--- config.mk ---
export PLATFORM = sky130hd
export DESIGN_NAME = mem_lsu_align
export DESIGN_NICKNAME = d
export VERILOG_FILES = /design/src/rtl/mem_lsu_align.sv
export SDC_FILE = /design/constraint.sdc
export NUM_CORES = 1
export LEC_CHECK = 0
export ABC_AREA = 1
export ABC_CLOCK_PERIOD_IN_PS = 2600
export CAP_MARGIN = 0
export CORE_MARGIN = 1.5
export CORE_UTILIZATION = 35
export CTS_CLUSTER_DIAMETER = 60
export DETAILED_ROUTE_END_ITERATION = 10
export GPL_TIMING_DRIVEN = 1
export PLACE_DENSITY = 0.61
export SLEW_MARGIN = 20
export SYNTH_ARGS = -nofsm -noshare
export SYNTH_HDL_FRONTEND = slang
export SYNTH_SLANG_ARGS = --single-unit
--- constraint.sdc ---
create_clock -name clk -period 2.6 [get_ports clk]
set_input_delay 0.78 -clock clk [delete_from_list [all_inputs] [get_ports clk]]
set_output_delay 0.78 -clock clk [all_outputs]
set_load 0.01 [all_outputs]
--- src/rtl/mem_lsu_align.sv ---
// mem_lsu_align: load/store alignment stage in front of a 32-bit memory word port.
// It splits word-crossing accesses into two aligned accesses, generates byte
// strobes and lane-shifted write data, and merges/extends load data into one
// response per accepted request.
module mem_lsu_align #(
    parameter bit MISALIGN_EN = 1'b1,
    parameter int XLEN        = 32
) (
    input  logic            clk,
    input  logic            rst_n,
    input  logic            req_valid,
    output logic            req_ready,
    input  logic            req_we,
    input  logic [31:0]     req_addr,
    input  logic [XLEN-1:0] req_wdata,
    input  logic [1:0]      req_size,
    input  logic            req_unsigned,
    output logic            rsp_valid,
    output logic [XLEN-1:0] rsp_rdata,
    output logic            rsp_error,
    output logic            mem_r_v,
    output logic            mem_w_v,
    output logic [31:0]     mem_adr,
    output logic [XLEN-1:0] mem_data,
    output logic [3:0]      mem_strobe,
    input  logic [XLEN-1:0] mem_resp,
    input  logic            mem_resp_valid,
    input  logic            mem_resp_error
);

    typedef enum logic [2:0] {
        S_IDLE, S_ISS0, S_WAIT0, S_ISS1, S_WAIT1, S_RESP
    } state_t;

    function automatic logic [2:0] size_to_nbytes(input logic [1:0] size);
        case (size)
            2'd0:    return 3'd1;
            2'd1:    return 3'd2;
            2'd2:    return 3'd4;
            default: return 3'd0;
        endcase
    endfunction

    function automatic logic [3:0] nbytes_to_mask(input logic [2:0] nbytes);
        case (nbytes)
            3'd1:    return 4'b0001;
            3'd2:    return 4'b0011;
            3'd4:    return 4'b1111;
            default: return 4'b0000;
        endcase
    endfunction

    function automatic logic is_split(input logic [1:0] off, input logic [2:0] nbytes);
        return ({2'b00, off} + {1'b0, nbytes}) > 4'd4;
    endfunction

    function automatic logic [XLEN-1:0] strobe_to_bits(input logic [3:0] strobe);
        return {{8{strobe[3]}}, {8{strobe[2]}}, {8{strobe[1]}}, {8{strobe[0]}}};
    endfunction

    state_t          state_q, state_d;
    logic            we_q, we_d;
    logic [31:0]     addr_q, addr_d;
    logic [XLEN-1:0] wdata_q, wdata_d;
    logic [1:0]      size_q, size_d;
    logic            unsigned_q, unsigned_d;
    logic            split_q, split_d;
    logic            err_q, err_d;
    logic [XLEN-1:0] lo_q, lo_d;
    logic [XLEN-1:0] hi_q, hi_d;

    logic [1:0]        off;
    logic [7:0]        mask_wide;
    logic [2*XLEN-1:0] data_wide;
    logic [XLEN-1:0]   rd_shift;
    logic [XLEN-1:0]   rd_ext;

    // Lane alignment of the latched request: both halves of a split come from one shift.
    always_comb begin
        off       = addr_q[1:0];
        mask_wide = {4'b0000, nbytes_to_mask(size_to_nbytes(size_q))} << off;
        data_wide = {{XLEN{1'b0}}, wdata_q} << {off, 3'b000};
        rd_shift  = XLEN'({hi_q, lo_q} >> {off, 3'b000});
        case (size_q)
            2'd0:    rd_ext = unsigned_q ? {24'd0, rd_shift[7:0]}
                                         : {{24{rd_shift[7]}}, rd_shift[7:0]};
            2'd1:    rd_ext = unsigned_q ? {16'd0, rd_shift[15:0]}
                                         : {{16{rd_shift[15]}}, rd_shift[15:0]};
            default: rd_ext = rd_shift;
        endcase
    end

    // Next-state and request/data capture logic.
    always_comb begin
        // NOTE: every signal gets its hold value first, so no branch can infer a latch.
        state_d    = state_q;
        we_d       = we_q;
        addr_d     = addr_q;
        wdata_d    = wdata_q;
        size_d     = size_q;
        unsigned_d = unsigned_q;
        split_d    = split_q;
        err_d      = err_q;
        lo_d       = lo_q;
        hi_d       = hi_q;
        case (state_q)
            S_IDLE: begin
                if (req_valid) begin
                    we_d       = req_we;
                    addr_d     = req_addr;
                    wdata_d    = req_wdata;
                    size_d     = req_size;
                    unsigned_d = req_unsigned;
                    split_d    = is_split(req_addr[1:0], size_to_nbytes(req_size));
                    lo_d       = '0;
                    hi_d       = '0;
                    if (req_size == 2'd3 || (split_d && !MISALIGN_EN)) begin
                        err_d   = 1'b1;
                        state_d = S_RESP;
                    end else begin
                        state_d = S_ISS0;
                    end
                end
            end
            S_ISS0: begin
                if (mem_resp_error) begin
                    err_d   = 1'b1;
                    state_d = S_RESP;
                end else if (we_q) begin
                    state_d = split_q ? S_ISS1 : S_RESP;
                end else begin
                    state_d = S_WAIT0;
                end
            end
            S_WAIT0: begin
                if (mem_resp_valid) begin
                    lo_d    = mem_resp;
                    state_d = split_q ? S_ISS1 : S_RESP;
                end
            end
            S_ISS1: begin
                if (mem_resp_error) begin
                    err_d   = 1'b1;
                    state_d = S_RESP;
                end else begin
                    state_d = we_q ? S_RESP : S_WAIT1;
                end
            end
            S_WAIT1: begin
                if (mem_resp_valid) begin
                    hi_d    = mem_resp;
                    state_d = S_RESP;
                end
            end
            S_RESP: begin
                err_d   = 1'b0;
                state_d = S_IDLE;
            end
            default: state_d = S_IDLE;
        endcase
    end

    // State and latched request; reset abandons any in-flight access.
    always_ff @(posedge clk or negedge rst_n) begin
        if (!rst_n) begin
            state_q    <= S_IDLE;
            we_q       <= 1'b0;
            addr_q     <= '0;
            wdata_q    <= '0;
            size_q     <= '0;
            unsigned_q <= 1'b0;
            split_q    <= 1'b0;
            err_q      <= 1'b0;
            lo_q       <= '0;
            hi_q       <= '0;
        end else begin
            // NOTE: non-blocking so every flop samples pre-edge values regardless of order.
            state_q    <= state_d;
            we_q       <= we_d;
            addr_q     <= addr_d;
            wdata_q    <= wdata_d;
            size_q     <= size_d;
            unsigned_q <= unsigned_d;
            split_q    <= split_d;
            err_q      <= err_d;
            lo_q       <= lo_d;
            hi_q       <= hi_d;
        end
    end

    // Outputs decoded from registered state only; memory port is quiet outside ISS0/ISS1.
    always_comb begin
        req_ready  = (state_q == S_IDLE);
        rsp_valid  = 1'b0;
        rsp_error  = 1'b0;
        rsp_rdata  = '0;
        mem_r_v    = 1'b0;
        mem_w_v    = 1'b0;
        mem_adr    = '0;
        mem_strobe = '0;
        mem_data   = '0;
        case (state_q)
            S_ISS0: begin
                mem_r_v    = !we_q;
                mem_w_v    = we_q;
                mem_adr    = {addr_q[31:2], 2'b00};
                mem_strobe = mask_wide[3:0];
                mem_data   = data_wide[XLEN-1:0] & strobe_to_bits(mask_wide[3:0]);
            end
            S_ISS1: begin
                mem_r_v    = !we_q;
                mem_w_v    = we_q;
                mem_adr    = {addr_q[31:2] + 30'd1, 2'b00};
                mem_strobe = mask_wide[7:4];
                mem_data   = data_wide[2*XLEN-1:XLEN] & strobe_to_bits(mask_wide[7:4]);
            end
            S_RESP: begin
                rsp_valid = 1'b1;
                rsp_error = err_q;
                rsp_rdata = (we_q || err_q) ? '0 : rd_ext;
            end
            default: ;
        endcase
    end

endmodule

* Word-level counts from Yosys, hierarchy flattened
Index checks and enable logic that the tools add are counted.
Operators by class: shift-type cells 3, bitwise operators 2, order comparisons 1, reduce and logical (&&, ||, !) cells 14, mux-type cells 35, equality and inequality tests 18, add/sub/neg operators 2
Operators with widths (number):
- case mux 32 bit (2 select lines) | 5
- 2-to-1 mux 32 bit | 6
- bitwise AND 32 bit | 2
- << shifter 32 x 5 -> 64 bit | 1
- right shift 64 x 5 -> 32 bit | 1
- adder 30 x 1 -> 30 bit (second input constant) | 1
- 2-to-1 mux 3 bit | 9
- case mux 3 bit (3 select lines) | 2
- case mux 3 bit (5 select lines) | 1
- case mux 4 bit (3 select lines) | 1
- == test 3 x 2 -> 1 bit (second input constant) | 3
- == test 3 bit (second input constant) | 3
- 2-to-1 mux 1 bit | 9
- AND reduction 3 bit | 3
- case mux 4 bit (2 select lines) | 1
- << shifter 4 x 2 -> 8 bit | 1
- == test 2 bit (second input constant) | 3
- == test 3 x 1 -> 1 bit (second input constant) | 2
- != test 2 bit (second input constant) | 3
- adder 2 x 3 -> 4 bit | 1
- == test 2 x 1 -> 1 bit (second input constant) | 2
- > comparator 4 x 3 -> 1 bit (second input constant) | 1
- logical NOT 2 bit | 2
- != test 2 x 1 -> 1 bit (second input constant) | 2
- other kinds (9) | 10
Storage, ports and cells: word-level logic and storage cells 85, input bits 105, bits in registers 137, output and inout bits 105

* Logic depth before layout (Yosys ltp)
depth after elaboration 7, mapped depth 10, mapped depth without buffers 9

* Worst setup path after synthesis
Ideal clock, no wire load.
kind register -> output, start point register size_q[0], end point output rsp_rdata[21], setup slack 0.286 ns, required time 1.820 ns, data arrival time 1.534 ns, buffers on the path 1, stages on the path, launching flop included 10, path through dfrtp_1 > inv_1 > ha_1 > inv_1 > nor2_1 > nand3_1 > nand3_1 > nand2_1 > buf_2 > nor2_1
Between the ends: word-level cells in the longest chain between the ends 4
Ends and longest elaborated chain:
- start: declaration | line 65 | logic [1:0] size_q, size_d;
- start signal: assignment | line 182 | size_q <= size_d;
- == test 2 x 1 -> 1 bit / logical NOT 2 bit (equally long branches) | line 84 | case (size_q)
- case mux 32 bit (2 select lines) (*) | line 84
- 2-to-1 mux 32 bit (*) | line 220 | rsp_rdata = (we_q || err_q) ? '0 : rd_ext;
- 2-to-1 mux 32 bit (*) | line 202 | case (state_q)
- end: declaration | line 19 | output logic [XLEN-1:0] rsp_rdata,
Every way passes the cells marked *; elsewhere a longest branch is shown, timed or not.

* Final worst setup path
start point register addr_q[0], end point output rsp_rdata[5]
Between the ends: word-level cells in the longest chain between the ends 5
Ends and longest elaborated chain:
- start: declaration | line 63 | logic [31:0] addr_q, addr_d;
- start signal: assignment | line 180 | addr_q <= addr_d;
- right shift 64 x 5 -> 32 bit (*) | line 83 | rd_shift = XLEN'({hi_q, lo_q} >> {off, 3'b000});
- 2-to-1 mux 32 bit, on equally long branches | line 87, 85
- case mux 32 bit (2 select lines) (*) | line 84
- 2-to-1 mux 32 bit (*) | line 220
- 2-to-1 mux 32 bit (*) | line 202
Marked as above.

==> impl_metrics.tcl <==
set metrics [dict create \
    postSynth.asyncResetShare_pct 100 \
    dieHeight_um 157 \
    clock_tree.root_cell "sky130_fd_sc_hd__clkbuf_16" \
    htree_levels 4 \
    worst_hold_slack_ns 0.304 \
    pin_count 210 \
    io_buffer_count 207 \
    synth_top_area_cell "sky130_fd_sc_hd__dfrtp_1" \
    cts_num_sinks 129 \
    critical_path.reg2reg.endpoint "state_q[2]" \
    remaining_drc_errors 0 \
    ff2ff_setup_slack_ns 0.62 \
    worst_ep_required_time_ns 1.82 \
    antenna_found_initial 0 \
    synth_enable_flop_cells 0 \
    failed_checks "negative setup slack" \
    design.final.nets 1636 \
    syn_avg_cell_area_um2 7.10 \
    path_max_fanout 8 \
    std_cell_rows 56 \
    fin_skew_ns 0.0107 \
    worstSetupPathType "reg -> out" \
    post_syn_instances 1162 \
    most_numerous_cell_in_the_yosys_netlist "sky130_fd_sc_hd__nand2_1" \
    run_status "finished with violations" \
    achievable-frequency_mhz 351 \
    floorplan.die_area_um2 24500 \
    layoutNonFillerInstCount 1855 \
    cap_viol_max_count 0 \
    grt_start_max_net_pins 49 \
    grt_use_total_pct 25.1 \
    ys_seq_area_share_pct 39.1 \
    slew_viol_final 0 \
    synth.ff_latch_count 129 \
    starting_density_of_the_core_pct 35.4 \
    synth.area.top_cells "sky130_fd_sc_hd__dfrtp_1 39%, sky130_fd_sc_hd__nand2_1 10%, sky130_fd_sc_hd__nand3_1 8.1%" \
    drt-vias-per-instance 5.30 \
    worstHoldPathType "in -> async" \
    timing.critical_path.from_type "register" \
    setup_violations 88 \
    dieWidth_um 157 \
    postSynth.topFlopCell "sky130_fd_sc_hd__dfrtp_1" \
    final_antenna_violating_net_count 0 \
    post-route-util_pct 61.6 \
    worst_pin_slew_ns 0.517 \
    routed_wirelength_mm 33.2 \
    timing.critical_path.arrival_ns 2.07 \
    netlist_area_um2 8250 \
    total_negative_slack_for_setup_checks_ns -12.75 \
    layout_setup_ws_ns -0.250 \
    via_count 9835 \
    unrepaired_setup_endpoints_after_global_routing "yes" \
    max-vdd-ir-drop_uv 540 \
    netlist_top_cells_count "230 x sky130_fd_sc_hd__nand2_1, 138 x sky130_fd_sc_hd__nor2_1, 133 x sky130_fd_sc_hd__nand3_1" \
    num-fill-cells 2018 \
    tritoncts.num_buffers 17 \
    post_route_cells_drive_above_1_share_pct 38.5 \
    clock_latency_ns 0.42 \
    gp_congestion 0.866 \
    dpl.cell_count 1755 \
    slew_headroom_pct 65.6 \
    synthToLayoutAreaGrowth_pct 74.2 \
    dr.first_iter.drc_count 594 \
    drt-pass1-iter-count 5 \
    core-area_um2 23300 \
    cts.reportedPaths.clkPinSlew_ns 0.06 \
    netlist-cell-type-count 44 \
    reg_to_reg_critical_path_startpoint "state_q[1]" \
    area_share_of_the_leading_cell_type_in_the_synthesized_netlist_pct 39.1 \
    grt_first_pass_wirelength_mm 47.9 \
    timing.final.crit_period_ns 2.85 \
    global_route_congestion_overflow_total 0 \
    warnings_synthesis 0 \
    worst_r2r_path_depth 11 \
    setup.worst_path.end_class "primary output" \
    antenna_cells 0 \
    place.detailed.hpwl_mm 21.1 \
    final_period_util_pct 110 \
    power.static_leakage_uw 0.00651 \
    clockBufferDepth 2 \
    pwr_density_cell_nw_per_um2 1240 \
    wire_per_inst_um 17.9 \
    tritoncts "done" \
    first_global_vias 9256 \
    final_hold_viol_count 0 \
]
==> layout by cell type, fill, tap and decap left out, types with 33 or more instances in the layout <==
master	synthesis	final
sky130_fd_sc_hd__mux2_1	33	33
sky130_fd_sc_hd__o21ai_1	62	86
sky130_fd_sc_hd__clkdlybuf4s50_1	0	103
sky130_fd_sc_hd__buf_4	10	113
sky130_fd_sc_hd__nor2_1	138	86
sky130_fd_sc_hd__inv_1	96	88
sky130_fd_sc_hd__buf_2	25	61
sky130_fd_sc_hd__buf_6	2	87
sky130_fd_sc_hd__nor2_4	1	37
sky130_fd_sc_hd__nand3_1	133	108
sky130_fd_sc_hd__a21oi_1	83	52
sky130_fd_sc_hd__nand2_1	230	191
sky130_fd_sc_hd__dfrtp_1	129	124
==> worst max path at each step <==
stage / startpoint / slack, ns / end
floorplan: size_q[0] / 0.29 / rsp_rdata[21]
global placement: addr_q[2] / -0.21 / mem_adr[28]
detailed placement: addr_q[3] / -0.23 / mem_adr[28]
CTS: addr_q[0] / -0.24 / mem_data[28]
global route: addr_q[3] / -0.33 / mem_adr[20]
finish: addr_q[0] / -0.25 / rsp_rdata[5]
==> timing repair <==
| action | 4_1_cts | 5_1_grt |
|---|---|---|
| pin swaps | 46 | 82 |
| resized for setup | 590 | 326 |
| setup buffers | 22 | 38 |
| setup endpoints to repair | 101 | 97 |
| cloned | 3 | 9 |
| hold buffers | 0 | 0 |
==> worst max-delay path, cell delays in order, from the launching register on <==
cell and delay, ns:
sky130_fd_sc_hd__dfrtp_4 0.50, sky130_fd_sc_hd__buf_8 0.15, sky130_fd_sc_hd__buf_12 0.15, sky130_fd_sc_hd__buf_16 0.15
sky130_fd_sc_hd__buf_8 0.13, sky130_fd_sc_hd__o21ai_4 0.14, sky130_fd_sc_hd__o21ai_1 0.07, sky130_fd_sc_hd__a31oi_1 0.19
sky130_fd_sc_hd__buf_2 0.17
==> metrics by stage <==
step,cell area (um^2),setup slack (ns),total power [uW]
after floorplan,8260,0.286,7890
after global placement,11600,-0.207,11700
after detailed placement,11600,-0.233,11900
after CTS,12800,-0.240,15300
after global routing,14400,-0.325,18900
final,14400,-0.250,17800
==> layer usage <==
metal	vias up	global-route usage, %	routed length, um
met1	4752	32.7	13700
met2	405	42.2	16600
met5	-	0	0
met4	0	9.25	1030
met3	74	3.57	1900
li1	4604	-	-
==> cells by family (layout without fill, tap and decap cells) <==
group,Yosys count,in the layout,synth area share (%)
other cells,1,2,0.0454
compound gates,275,275,17.8
flops,129,129,39.1
simple gates,525,525,26.9
fa+ha+maj,8,8,1.30
mux,40,40,5.35
xor+xnor,1,1,0.106
buf+inv,183,556,9.40
==> state kept, by name, summed over array words and instances (netlist names) <==
name and flops:
addr_q 32, err_q 1, we_q 1, size_q 2
split_q 1, wdata_q 32, hi_q 24, unsigned_q 1
state_q 3, lo_q 32
==> where the power goes <==
part / internal (uW) / switching [uW]
clock: 1550 / 1020
sequential: 2830 / 731
combinational: 5230 / 6470
==> cell type report <==
type	count	area (um^2)	area share (%)
Timing Repair Buffer	410	4010	27.9
Clock inverter	13	173	1.20
Tap cell	319	399	2.78
Sequential cell	129	3240	22.5
Multi-Input combinational cell	851	5650	39.3
Clock buffer	19	443	3.08
Inverter	114	463	3.22
Power figures use the tool's default switching activity.
